--- src/rtl/core_pkg.sv ---
// rtl/core_pkg.sv - core-wide datapath widths
package core_pkg;
  parameter int DATA_WIDTH            = 32;
  parameter int COMPARATOR_WIDTH_CODE = 3;
endpackage

--- src/rtl/comparator_control_pkg.sv ---
// rtl/comparator_control_pkg.sv - comparator operation codes (branch funct3 encoding)
package comparator_control_pkg;
  import core_pkg::*;
  localparam logic [COMPARATOR_WIDTH_CODE-1:0] CMP_BEQ  = 3'b000;
  localparam logic [COMPARATOR_WIDTH_CODE-1:0] CMP_BNE  = 3'b001;
  localparam logic [COMPARATOR_WIDTH_CODE-1:0] CMP_BLT  = 3'b100;
  localparam logic [COMPARATOR_WIDTH_CODE-1:0] CMP_BGE  = 3'b101;
  localparam logic [COMPARATOR_WIDTH_CODE-1:0] CMP_BLTU = 3'b110;
  localparam logic [COMPARATOR_WIDTH_CODE-1:0] CMP_BGEU = 3'b111;
endpackage

--- src/rtl/core_branch_ctrl_if.sv ---
// rtl/core_branch_ctrl_if.sv - issue/fetch/writeback signals of the branch controller
// master: issue + fetch side (drives br_*, redirect_ready)
// slave:  branch controller (drives br_ready, redirect_*, flush, link_*, misalign_err)
interface core_branch_ctrl_if;
  logic                                       br_valid;
  logic                                       br_ready;
  logic [core_pkg::COMPARATOR_WIDTH_CODE-1:0] br_control;
  logic                                       br_is_jal;
  logic                                       br_is_jalr;
  logic [core_pkg::DATA_WIDTH-1:0]            br_pc;
  logic [core_pkg::DATA_WIDTH-1:0]            br_imm;
  logic [core_pkg::DATA_WIDTH-1:0]            br_rs1;
  logic [core_pkg::DATA_WIDTH-1:0]            br_rs2;
  logic                                       redirect_valid;
  logic                                       redirect_ready;
  logic [core_pkg::DATA_WIDTH-1:0]            redirect_pc;
  logic                                       flush;
  logic                                       link_valid;
  logic [core_pkg::DATA_WIDTH-1:0]            link_data;
  logic                                       misalign_err;

  modport master (
    output br_valid, br_control, br_is_jal, br_is_jalr, br_pc, br_imm, br_rs1, br_rs2,
    output redirect_ready,
    input  br_ready, redirect_valid, redirect_pc, flush, link_valid, link_data, misalign_err
  );

  modport slave (
    input  br_valid, br_control, br_is_jal, br_is_jalr, br_pc, br_imm, br_rs1, br_rs2,
    input  redirect_ready,
    output br_ready, redirect_valid, redirect_pc, flush, link_valid, link_data, misalign_err
  );
endinterface

--- src/rtl/comparator.sv ---
// rtl/comparator.sv - execution-stage branch comparator
// Ports: control (op code), a/b (operands), out (condition true).
// Unknown codes evaluate to false.
module comparator
  import core_pkg::*;
  import comparator_control_pkg::*;
(
  input  logic [COMPARATOR_WIDTH_CODE-1:0] control,
  input  logic [DATA_WIDTH-1:0]            a,
  input  logic [DATA_WIDTH-1:0]            b,
  output logic                             out
);
  always_comb begin
    out = 1'b0;
    case (control)
      CMP_BEQ:  out = (a == b);
      CMP_BNE:  out = (a != b);
      CMP_BLT:  out = ($signed(a) < $signed(b));
      CMP_BGE:  out = ($signed(a) >= $signed(b));
      CMP_BLTU: out = (a < b);
      CMP_BGEU: out = (a >= b);
      default:  out = 1'b0;
    endcase
  end
endmodule

--- src/rtl/core_branch_ctrl.sv ---
// rtl/core_branch_ctrl.sv - branch/jump resolution, fetch redirect and pipeline flush
// Ports: clk, rst (sync, active-high), bus (core_branch_ctrl_if.slave):
//   br_* issue handshake, redirect_* fetch handshake, flush, link_* writeback, misalign_err.
module core_branch_ctrl
  import core_pkg::*;
#(
  parameter int FLUSH_CYCLES = 2
) (
  input logic               clk,
  input logic               rst,
  core_branch_ctrl_if.slave bus
);
  typedef enum logic [1:0] {IDLE, RESOLVE, REDIRECT, FLUSH} state_t;

  state_t                           state_q, state_d;
  logic [COMPARATOR_WIDTH_CODE-1:0] ctrl_q;
  logic                             jal_q, jalr_q;
  logic [DATA_WIDTH-1:0]            pc_q, imm_q, rs1_q, rs2_q;
  logic [3:0]                       cnt_q;
  logic [DATA_WIDTH-1:0]            redirect_pc_q, link_data_q;
  logic                             link_valid_q, misalign_q;

  logic                             cmp_out, taken, aligned;
  logic [DATA_WIDTH-1:0]            target;

  // Comparator sees only captured operands so issue may change br_* freely.
  comparator u_cmp (
    .control (ctrl_q),
    .a       (rs1_q),
    .b       (rs2_q),
    .out     (cmp_out)
  );

  assign taken   = jal_q | jalr_q | cmp_out;
  // jalr wins when both jump flags are set; its target drops bit 0.
  assign target  = jalr_q ? ((rs1_q + imm_q) & {{(DATA_WIDTH-1){1'b1}}, 1'b0})
                          : (pc_q + imm_q);
  assign aligned = (target[1:0] == 2'b00);

  always_comb begin
    state_d = state_q;
    case (state_q)
      IDLE:     if (bus.br_valid) state_d = RESOLVE;
      RESOLVE:  state_d = (taken && aligned) ? REDIRECT : IDLE;
      REDIRECT: if (bus.redirect_ready) state_d = FLUSH;
      FLUSH:    if (cnt_q == 4'd0) state_d = IDLE;
      default:  state_d = IDLE;
    endcase
  end

  assign bus.br_ready       = (state_q == IDLE);
  assign bus.redirect_valid = (state_q == REDIRECT);
  assign bus.flush          = (state_q == FLUSH);
  assign bus.redirect_pc    = redirect_pc_q;
  assign bus.link_valid     = link_valid_q;
  assign bus.link_data      = link_data_q;
  assign bus.misalign_err   = misalign_q;

  always_ff @(posedge clk) begin
    if (rst) begin
      state_q       <= IDLE;
      ctrl_q        <= '0;
      jal_q         <= 1'b0;
      jalr_q        <= 1'b0;
      pc_q          <= '0;
      imm_q         <= '0;
      rs1_q         <= '0;
      rs2_q         <= '0;
      cnt_q         <= '0;
      redirect_pc_q <= '0;
      link_data_q   <= '0;
      link_valid_q  <= 1'b0;
      misalign_q    <= 1'b0;
    end else begin
      state_q      <= state_d;
      link_valid_q <= 1'b0;
      misalign_q   <= 1'b0;
      case (state_q)
        IDLE: begin
          if (bus.br_valid) begin
            ctrl_q <= bus.br_control;
            jal_q  <= bus.br_is_jal;
            jalr_q <= bus.br_is_jalr;
            pc_q   <= bus.br_pc;
            imm_q  <= bus.br_imm;
            rs1_q  <= bus.br_rs1;
            rs2_q  <= bus.br_rs2;
          end
        end
        RESOLVE: begin
          if (jal_q || jalr_q) begin
            link_valid_q <= 1'b1;
            link_data_q  <= pc_q + DATA_WIDTH'(4);
          end
          // Target is recorded even when misaligned so the faulting address is visible.
          if (taken) begin
            redirect_pc_q <= target;
            misalign_q    <= !aligned;
          end
        end
        REDIRECT: begin
          if (bus.redirect_ready) cnt_q <= 4'(FLUSH_CYCLES - 1);
        end
        FLUSH: begin
          if (cnt_q != 4'd0) cnt_q <= cnt_q - 4'd1;
        end
        default: ;
      endcase
    end
  end
endmodule

--- src/flat_wrapper.sv ---
// flat-port wrapper written by rule: the top's interface ports become plain ports
module core_branch_ctrl_flat import core_pkg::*;
#(
  parameter int FLUSH_CYCLES = 2
)
  (clk, rst, bus_br_valid, bus_br_control, bus_br_is_jal, bus_br_is_jalr, bus_br_pc, bus_br_imm, bus_br_rs1, bus_br_rs2, bus_redirect_ready, bus_br_ready, bus_redirect_valid, bus_redirect_pc, bus_flush, bus_link_valid, bus_link_data, bus_misalign_err);
  core_branch_ctrl_if bus_i ();
  input logic clk;
  input logic rst;
  input wire logic [$bits(bus_i.br_valid)-1:0] bus_br_valid;
  input wire logic [$bits(bus_i.br_control)-1:0] bus_br_control;
  input wire logic [$bits(bus_i.br_is_jal)-1:0] bus_br_is_jal;
  input wire logic [$bits(bus_i.br_is_jalr)-1:0] bus_br_is_jalr;
  input wire logic [$bits(bus_i.br_pc)-1:0] bus_br_pc;
  input wire logic [$bits(bus_i.br_imm)-1:0] bus_br_imm;
  input wire logic [$bits(bus_i.br_rs1)-1:0] bus_br_rs1;
  input wire logic [$bits(bus_i.br_rs2)-1:0] bus_br_rs2;
  input wire logic [$bits(bus_i.redirect_ready)-1:0] bus_redirect_ready;
  output wire logic [$bits(bus_i.br_ready)-1:0] bus_br_ready;
  output wire logic [$bits(bus_i.redirect_valid)-1:0] bus_redirect_valid;
  output wire logic [$bits(bus_i.redirect_pc)-1:0] bus_redirect_pc;
  output wire logic [$bits(bus_i.flush)-1:0] bus_flush;
  output wire logic [$bits(bus_i.link_valid)-1:0] bus_link_valid;
  output wire logic [$bits(bus_i.link_data)-1:0] bus_link_data;
  output wire logic [$bits(bus_i.misalign_err)-1:0] bus_misalign_err;
  assign bus_i.br_valid = bus_br_valid;
  assign bus_i.br_control = bus_br_control;
  assign bus_i.br_is_jal = bus_br_is_jal;
  assign bus_i.br_is_jalr = bus_br_is_jalr;
  assign bus_i.br_pc = bus_br_pc;
  assign bus_i.br_imm = bus_br_imm;
  assign bus_i.br_rs1 = bus_br_rs1;
  assign bus_i.br_rs2 = bus_br_rs2;
  assign bus_i.redirect_ready = bus_redirect_ready;
  assign bus_br_ready = bus_i.br_ready;
  assign bus_redirect_valid = bus_i.redirect_valid;
  assign bus_redirect_pc = bus_i.redirect_pc;
  assign bus_flush = bus_i.flush;
  assign bus_link_valid = bus_i.link_valid;
  assign bus_link_data = bus_i.link_data;
  assign bus_misalign_err = bus_i.misalign_err;
  core_branch_ctrl #(.FLUSH_CYCLES(FLUSH_CYCLES)) u_core (.clk(clk), .rst(rst), .bus(bus_i));
endmodule
--- config.mk ---
export PLATFORM = sky130hd
export DESIGN_NAME = core_branch_ctrl_flat
export DESIGN_NICKNAME = d
export VERILOG_FILES = /design/src/rtl/core_pkg.sv /design/src/rtl/comparator_control_pkg.sv /design/src/rtl/core_branch_ctrl_if.sv /design/src/rtl/comparator.sv /design/src/rtl/core_branch_ctrl.sv /design/src/flat_wrapper.sv
export SDC_FILE = /design/constraint.sdc
export NUM_CORES = 1
export LEC_CHECK = 0
export CAP_MARGIN = 5
export CORE_AREA = 2 2 178 180
export DETAILED_ROUTE_END_ITERATION = 8
export DIE_AREA = 0 0 180 182
export GPL_TIMING_DRIVEN = 0
export PLACE_DENSITY = 0.77
export SLEW_MARGIN = 20
export SYNTH_ARGS = -nofsm -noshare
export SYNTH_HDL_FRONTEND = slang
export SYNTH_SLANG_ARGS = --single-unit
--- constraint.sdc ---
create_clock -name clk -period 2.9 [get_ports clk]
set_clock_uncertainty 0.05 [all_clocks]
set_input_delay 0.725 -clock clk [delete_from_list [all_inputs] [get_ports clk]]
set_output_delay 0.725 -clock clk [all_outputs]
set_load 0.05 [all_outputs]
---- Word level (Yosys, flattened, before mapping) ----
Index checks and enable logic that the tools add are counted.
storage, ports and cells
  flip-flop bits (word level) ............. 205
  bits in latches ......................... 0
  bits in writable memories ............... 0
  bits in read-only memories .............. 0
  input bits .............................. 137
  output and inout port bits .............. 69
  word-level logic and storage cells ...... 66
  memories ................................ 0
cells by class
  add/subtract/negate cells ............... 4
  multiply operators ...................... 0
  div/mod/pow operators ................... 0
  $lt $le $gt $ge ......................... 4
  eq/ne operators ......................... 14
  shift operators ......................... 0
  mux-type cells .......................... 11
  bitwise operators ....................... 4
  reductions and logical operators ........ 16
operators by type and width
  kind                                                                   count
  32-bit adder                                                           2
  32-bit greater-or-equal comparator                                     2
  32-bit less-than comparator                                            2
  32-bit by 3-bit adder with 32-bit output, second input constant        1
  32-bit equality test                                                   1
  32-bit two-way mux                                                     1
  32-bit != test                                                         1
  3-bit equality test, second input constant                             4
  2-bit two-way mux                                                      4
  4-bit two-way mux                                                      2
  2-bit one-hot mux with 4 select lines                                  1
  4-bit one-hot mux with 2 select lines                                  1
  1-bit one-hot mux with 6 select lines                                  1
  2-bit AND reduction                                                    3
  3-bit AND reduction                                                    2
  2-bit equality test, second input constant                             2
  2-bit logical NOT                                                      2
  4-bit logical NOT                                                      1
  2-bit by 1-bit != test with 1-bit output, second input constant        2
  2-bit != test, second input constant                                   2
  4-bit nonzero test                                                     1
  4-bit by 1-bit subtractor with 4-bit output, second input constant     1
  3-bit by 1-bit equality test with 1-bit output, second input constant  1
  3-bit logical NOT                                                      1
  10 further kinds                                                       12

---- Longest topological paths before layout ----
Gate-level depths: netlist of run 1.
  word-level depth ........................ 6
  mapped depth ............................ 13
  depth with buffers taken out ............ 12

---- Cells and area by module ----
Synthesis of run 1 repeated with hierarchy kept, for this count alone.
unflattened totals
  cells, all modules ...................... 1591
  area total of the unflattened synthesis .. 12291.8 um2
by module, submodules not included
  module            instances  cells an instance  area an instance (um2)  sequential area each (um2)
  core_branch_ctrl  1          1463               11368.4                 4103.9
  comparator        1          128                923.4                   0.0

---- Worst setup path after synthesis of run 1 ----
OpenSTA, ideal clock, no wires.
  path type ............................... flip-flop to flip-flop
  from .................................... reg u_core.imm_q[0]
  to ...................................... reg u_core.redirect_pc_q[28], in the netlist u_core.bus.redirect_pc[28]
  arrival time ............................ 2.704 ns
  data required time ...................... 2.730 ns
  setup slack ............................. 0.025 ns
  cell stages (with the launch flop) ...... 13
  cell sequence ........................... dfxtp_1 > ha_1 > inv_1 > fa_1 > nand2b_1 > a21oi_1 > o2111ai_1 > a21o_1 > a2111oi_4 > o2111ai_1 > a211o_1 > a22oi_1 > a21oi_1
between the ends
  longest elaborated chain between the ends .. 2
RTL lines
  what                             line                                            text
  start, declared                  core_branch_ctrl.sv:18                          logic [DATA_WIDTH-1:0] pc_q, imm_q, rs1_q, rs2_q;
  start signal, assigned           core_branch_ctrl.sv:85                          imm_q <= bus.br_imm;
  32-bit adder (on tied branches)  core_branch_ctrl.sv:37, core_branch_ctrl.sv:36
  32-bit two-way mux (*)           core_branch_ctrl.sv:36                          assign target = jalr_q ? ((rs1_q + imm_q) & {{(DATA_WIDTH-1){1'b1}}, 1'b0})
  end signal, assigned             core_branch_ctrl.sv:97                          redirect_pc_q <= target;
  end, declared                    core_branch_ctrl.sv:20                          logic [DATA_WIDTH-1:0] redirect_pc_q, link_data_q;
Every way passes the cells marked *; elsewhere a longest branch is shown, timed or not.
A chain may end at the register's enable or synchronous reset.

---- Final worst setup path of run 1 ----
  from .................................... reg u_core.imm_q[0]
  to ...................................... reg u_core.redirect_pc_q[30], in the netlist u_core.bus.redirect_pc[30]
Same word-level chain as after synthesis.

==> results of run 1 <==
==> worst register-to-register path, delay by kind of cell, from the launching register on <==
family / cells / cell delay (ns)
AO/OA/AOI/OAI: 6 / 1.32
buffers and inverters: 2 / 0.22
adder cells (fa/ha/maj): 2 / 0.49
flip-flops: 1 / 0.39
multiplexers: 1 / 0.18
AND/OR/NAND/NOR: 2 / 0.20
==> sequential cells by signal (all words and copies together) (netlist names), 3 cells and up, named ones only <==
name                    count
u_core.pc_q                32
u_core.bus.redirect_pc     32
u_core.rs2_q               32
u_core.cnt_q                4
u_core.ctrl_q               3
u_core.rs1_q               32
u_core.imm_q               32
u_core.bus.link_data       32
==> timing repair <==
item	in CTS	in global routing
gates resized for setup	40	149
buffers inserted	9	21
setup endpoints to repair	40	34
gates cloned	0	3
pin swaps	15	34
==> cell type report <==
type,count,area share
Buffer,78,0.0210
Inverter,57,0.0128
Multi-Input combinational cell,1253,0.495
Sequential cell,205,0.249
Clock buffer,37,0.0437
Timing Repair Buffer,237,0.139
Tap cell,402,0.0301
Clock inverter,7,0.00980
==> layer usage <==
metal  vias to the layer above  routed length (um)  global-route usage
li1                       6152                   -                   -
met2                       455               20300               0.423
met5                         -                  62                   0
met4                         2                1800              0.0846
met3                       109                2840              0.0433
met1                      6026               18700               0.317
==> where the power goes <==
part / internal [W] / switching (W) / total [W]
registers: 0.00303 / 0.000242 / 0.00328
logic: 0.000986 / 0.00144 / 0.00243
clock network: 0.00217 / 0.00126 / 0.00343
==> how the worst min path moves through the flow <==
| stage | from | to | slack [ns] | cells after the start |
|---|---|---|---|---|
| global placement | u_core.rs2_q[14] | u_core.rs2_q[14] | 0.40 | 2 |
| CTS | u_core.rs2_q[30] | u_core.rs2_q[30] | 0.41 | 2 |
| finish | u_core.rs2_q[25] | u_core.rs2_q[25] | 0.40 | 2 |
| detailed placement | u_core.rs2_q[30] | u_core.rs2_q[30] | 0.40 | 2 |
| floorplan | u_core.rs2_q[10] | u_core.rs2_q[10] | 0.39 | 2 |
| global route | u_core.rs2_q[30] | u_core.rs2_q[30] | 0.42 | 2 |
==> placed cells by master, fill, tap and decap left out, types with 7 or more instances in the layout <==
cell type	synthesis	routed
nand2_1	360	359
clkdlybuf4s50_1	0	203
a21oi_1	209	193
dfxtp_1	205	166
nor2_1	112	104
clkbuf_1	70	74
ha_1	96	73
inv_1	56	53
o21ai_0	63	48
dfxtp_2	0	36
xnor2_1	36	35
a211oi_1	38	34
nand3_1	32	29
a21o_1	29	29
xor2_1	28	28
buf_4	0	28
clkbuf_16	0	26
nand4_1	21	21
ha_4	0	19
and3_1	15	14
or3_1	15	14
a21oi_2	0	14
o21ai_1	4	14
a211oi_2	10	14
nor3_1	15	13
a31oi_1	14	13
nand2b_1	13	11
nor2b_1	10	9
nor2_2	0	8
and2_1	7	7
o21a_1	8	7
a311oi_1	8	7
o211ai_1	7	7
==> per-stage QoR <==
step / power (W) / setup TNS (ns) / cells / area [um2]
3_3_place_gp: 0.00538 / -32.01 / 2201 / 14800
5_1_grt: 0.00948 / -3.11 / 2276 / 16700
4_1_cts: 0.00886 / -0.146 / 2254 / 15900
3_5_place_dp: 0.00542 / -36.74 / 2201 / 14800
6_report: 0.00914 / -0.298 / 2276 / 16700
2_1_floorplan: 0.00463 / 0 / 1595 / 12200
==> cells by family (layout without fill, tap and decap cells) <==
logic type,Yosys count,in the layout,share of synthesized area
muxes,11,11,0.00921
DFF,205,205,0.336
adders and majority gates,98,98,0.101
buffers and inverters,137,416,0.0459
xor gates and xnor gates,64,64,0.0458
and+or+nand+nor,624,624,0.220
AOI/OAI and AO/OA,456,456,0.242
==> metrics.txt, run 1 <==
register area 4160 um2; number of diodes 0; core area 31000 um2; r2r startpoint u_core.imm_q[0]; multi-input logic area 8280 um2; Crit Path Category reg -> reg; wire per inst 19.2 um; Worst-path clk slew 0.06 ns; CTS sink count 205; final wirelength 43.6 mm; worst-margin pin slew 1.07 ns; share of layout cells above drive strength 1 0.134; synthesized area per cell 7.67 um2; row count 65; Post-synth ARST share 0; cts hold-fix bufs 0; syn nets 1830; total CTS buffers 24; starting density of the core 0.395; total grt overflow 0; Area growth syn-to-layout 36.7%; DR iter-0 viols 977; root buf cell clkbuf_16; min Tclk post-route 2.96 ns; Critical path buffers and inverters 2; PnR worst setup slack -0.0617 ns; failing checks setup timing; DP HPWL 32.7 mm; # Max-Cap Violations 0; Pins Over Slew Limit 0; first-pass GRT wire length 64.9 mm; final hold viol count 0; max_slew headroom 0.287; Hold/Removal Path Class reg -> reg; peak supply drop 0.412 mV; yosys warns 0; Top FF cell, synth dfxtp_1; port buffer count 204; status finished with violations; mapped cell area 12200 um2; crit path from u_core.imm_q[0]; worst hold slack 0.403 ns; # IOs 206; gr usage total 0.248; chip width 180 um; Nets 2091; Crit path max-delay family compound AO/OA/AOI/OAI gates; Synth area leader dfxtp_1; critical path depth in cells 13; Critical-path top delay cell a2111oi_4; Filler Cell Count 2871; routability congestion estimate 0.936; sequential share of the synthesized area 0.336; routed vias/inst 5.60; largest net degree at the start of global routing 13; clock latency on the worst-skew pair 0.53 ns; final setup fails 11; RSZ-0062 raised after global routing yes; reg2reg end u_core.bus.redirect_pc[30]; clk buf depth 3; crit path cell chain ha_4 -> inv_2 -> fa_2 -> nand2b_4 -> a21oi_4 -> o2111ai_2 -> a21o_1 -> a2111oi_4 -> buf_4 -> nor2_2 -> a31o_2 -> mux2i_2 -> a31oi_1; FF+latch count, synth 205; Synth area leaders dfxtp_1 (34%), nand2_1 (11%), ha_1 (9.8%); Critical Path End Type flop; Critical Path Max Stage Delay 0.41 ns; Cells after Synth 1595; Final period util 1.02; Worst R2R Path Depth 13; PD cells 546 nW/um2; die footprint 32800 um2; # H-tree levels 1; crit path max fanout 3; crit path to u_core.bus.redirect_pc[30]; initial antenna violation count 0; FMAX 0.338 GHz; Die Y 182 um; Req. time, crit path 3.26 ns; Post-synth EDFFs 0; Vias 12744; Critical Path AT 3.32 ns; TritonCTS clock tree done; most frequent cell after synthesis nand2_1; drt drc 0; ranking of synthesized cells by instance count nand2_1 (360), a21oi_1 (209), dfxtp_1 (205); Setup crit start kind flop; Initial DRT Pass Iterations 5; pre-CTS setup slack -0.581 ns; final core utilization 0.540; number of global-route vias before repair 12211; R2R setup slack -0.06 ns; DRT antenna net count 0; top cell type's share of synthesized area 0.336; Pleak 6.57 nW; synth unique cells 78
Note: power is estimated with default switching activity, not from simulation.
==> run 2, diff against run 1 <==
CORE_AREA = 2 2 161 163   (was 2 2 178 180)
DIE_AREA = 0 0 163 165   (was 0 0 180 182)
PLACE_DENSITY = 0.89   (was 0.77)
==> run 2 against run 1 <==
- the run still ends with setup timing left
- routed wire length down 0.79%
- sequential cell count unchanged
- first-iteration DRC count up 6.0%
- sequential share of layout area up 0.21 points
- worst setup slack worse by 0.10 ns
- worst hold slack better by 0.0049 ns
- power down 2.5%
- design area down 0.98%
- die area down 18%
- register-to-register slack worse by 0.10 ns
- combinational power about the same
- largest cell class unchanged
- highest routed layer is now met4
==> metrics.txt, run 2 (same netlist as run 1, synthesis figures left out) <==
# H-tree levels 1 (unchanged); final setup fails 33 (was 11); starting density of the core 0.489 (was 0.395); routability congestion estimate 0.953 (was 0.936); FMAX 0.326 GHz (was 0.338 GHz); Final period util 1.06 (was 1.02); largest net degree at the start of global routing 14 (was 13); Critical-path top delay cell dfxtp_4 (was a2111oi_4); Comb pwr share 0.276 (was 0.266); share of layout cells above drive strength 1 0.132 (was 0.134); total grt overflow 0 (unchanged); TritonCTS clock tree done (unchanged); crit path cell chain ha_4 -> inv_2 -> fa_2 -> nand2b_4 -> a21oi_4 -> o2111ai_2 -> a21o_2 -> a2111oi_4 -> o2111ai_2 -> a211o_1 -> a22oi_2 -> a21oi_1 (was ha_4 -> inv_2 -> fa_2 -> nand2b_4 -> a21oi_4 -> o2111ai_2 -> a21o_1 -> a2111oi_4 -> buf_4 -> nor2_2 -> a31o_2 -> mux2i_2 -> a31oi_1); row count 58 (was 65); PD cells 538 nW/um2 (was 546 nW/um2); crit path max fanout 3 (unchanged); Flop pwr share 0.368 (was 0.359); final instance area 16600 um2 (was 16700 um2); Pins Over Slew Limit 0 (unchanged); Pleak 6.52 nW (was 6.57 nW); Area after DPL 14700 um2 (was 14800 um2); Setup crit start kind flop (unchanged); gr usage total 0.298 (was 0.248); cts hold-fix bufs 0 (unchanged); routed vias/inst 5.96 (was 5.60); drt drc 0 (unchanged); wire per inst 19.7 um (was 19.2 um); # Max-Cap Violations 0 (unchanged); most frequent cells in the layout nand2_1 (359), clkdlybuf4s50_1 (203), a21oi_1 (196) (was nand2_1 (359), clkdlybuf4s50_1 (203), a21oi_1 (193)); Clock power frac 0.356 (was 0.375); failing checks setup timing (unchanged); total CTS buffers 24 (unchanged); min Tclk post-route 3.06 ns (was 2.96 ns); Most common cell on crit path o2111ai_2; DP HPWL 31.1 mm (was 32.7 mm); Nets 2087 (was 2091); max_slew headroom 0.323 (was 0.287); # IOs 206 (unchanged); core area 25000 um2 (was 31000 um2); Critical Path Max Stage Delay 0.40 ns (was 0.41 ns); Die Y 165 um (was 182 um); die footprint 26900 um2 (was 32800 um2); CTS sink count 205 (unchanged); Hold/Removal Path Class reg -> reg (unchanged); post-route non-filler standard cell count 2200 (was 2276); DR iter-0 viols 1036 (was 977); NetSw 0.00298 W (was 0.00294 W); DP Cell Count 2129 (was 2201); R2R setup slack -0.16 ns (was -0.06 ns); final wirelength 43.3 mm (was 43.6 mm); initial antenna violation count 1 (was 0); commonest non-fill, non-tap cell in the layout nand2_1 (unchanged); crit path to u_core.bus.redirect_pc[28] (was u_core.bus.redirect_pc[30]); root buf cell clkbuf_16 (unchanged); Vias 13119 (was 12744); PnR worst setup slack -0.163 ns (was -0.0617 ns); worst-margin pin slew 1.02 ns (was 1.07 ns); port buffer count 204 (unchanged); Initial DRT Pass Iterations 5 (unchanged); pre-CTS setup slack -0.603 ns (was -0.581 ns); number of global-route vias before repair 12341 (was 12211); status finished with violations (unchanged); DRT antenna net count 0 (unchanged); Crit Path Category reg -> reg (unchanged); clk buf depth 3 (unchanged); crit path from u_core.imm_q[0] (unchanged); Critical Path End Type flop (unchanged); Final TNS setup -1.79 ns (was -0.298 ns); peak supply drop 0.399 mV (was 0.412 mV); final core utilization 0.661 (was 0.540); clock latency on the worst-skew pair 0.53 ns (about the same); Worst R2R Path Depth 12 (was 13); chip width 163 um (was 180 um); number of diodes 0 (unchanged); RSZ-0062 raised after global routing yes (unchanged); reg2reg end u_core.bus.redirect_pc[28] (was u_core.bus.redirect_pc[30]); r2r startpoint u_core.imm_q[0] (unchanged); net switching fraction of the power 0.335 (was 0.322); Area growth syn-to-layout 35.4% (was 36.7%); Critical Path AT 3.42 ns (was 3.32 ns); Req. time, crit path 3.26 ns (about the same); final hold viol count 0 (unchanged); Worst-path clk slew 0.07 ns (was 0.06 ns); first-pass GRT wire length 63.0 mm (was 64.9 mm); Int Power 0.00592 W (was 0.00619 W)
run 2: cell types whose count changed in the layout (fill, tap and decap cells not counted), sizes merged, moves of 3 or more:
cell      before  now
clkinvlp       0    3
bufinv         5    2
clkbuf       108  102
buf           40   36
clkinv         3    8
run 2: per-layer routing:
layer | vias up | track usage | part of all wire
met1 | 6237 | 0.374 | 0.40
li1 | 6133 | - | -
met2 | 612 | 0.505 | 0.47
met3 | 137 | 0.0460 | 0.076
met5 | - | 0 | 0
met4 | 0 | 0.139 | 0.053
run 2: repair_timing:
item,CTS,global route
gates cloned,1,2
gates resized for setup,56,125
endpoints found under the setup margin,34,50
pin swaps,26,29
setup buffers,8,16
run 2: metrics by stage:
stage | power, W | hold WS [ns]
detailed placement | 0.00540 | 0.397
global placement | 0.00534 | 0.396
floorplan | 0.00463 | 0.386
global route | 0.00921 | 0.421
CTS | 0.00864 | 0.405
finish | 0.00890 | 0.407
run 2: worst max-delay path: cells and delay by family (launching register included):
family | cells | cell delay [ns]
flip-flops | 1 | 0.40
AO/OA/AOI/OAI | 8 | 1.75
adder cells (fa/ha/maj) | 2 | 0.52
buffers and inverters | 1 | 0.04
AND/OR/NAND/NOR | 1 | 0.17
run 2: how the worst min path moves through the flow:
stage	endpoint	start	slack, ns	depth (start not counted)
2_1_floorplan	u_core.rs2_q[10]	u_core.rs2_q[10]	0.39	2
3_3_place_gp	u_core.rs2_q[14]	u_core.rs2_q[14]	0.40	2
3_5_place_dp	u_core.rs2_q[26]	u_core.rs2_q[26]	0.40	2
4_1_cts	u_core.rs2_q[26]	u_core.rs2_q[26]	0.40	2
5_1_grt	u_core.rs2_q[21]	u_core.rs2_q[21]	0.42	2
6_report	u_core.rs2_q[26]	u_core.rs2_q[26]	0.41	2
run 2: layout make-up:
| cell class | count | area (um2) |
|---|---|---|
| fillers | 2021 | 8480 |
| multi-input cells | 1253 | 8270 |
| flip-flops and latches | 205 | 4150 |
| repair buffers | 231 | 2310 |
| clock buffers | 31 | 698 |
| well taps | 330 | 413 |
| plain buffers | 80 | 367 |
| inverters | 57 | 214 |
| clock inverters | 13 | 134 |
run 2: power by group through the flow:
stage	clock (W)	combinational, W	sequential (W)
after global placement	0	0.00205	0.00330
after CTS	0.00317	0.00222	0.00325
after floorplan	0	0.00118	0.00344
after detailed placement	0	0.00210	0.00330
final	0.00317	0.00246	0.00328
after global routing	0.00329	0.00263	0.00329
==> run 3, diff against run 2 <==
CAP_MARGIN = 20   (was 5)
==> results of run 3 <==
Final layout, timing and power as in run 2 (identical DEF).
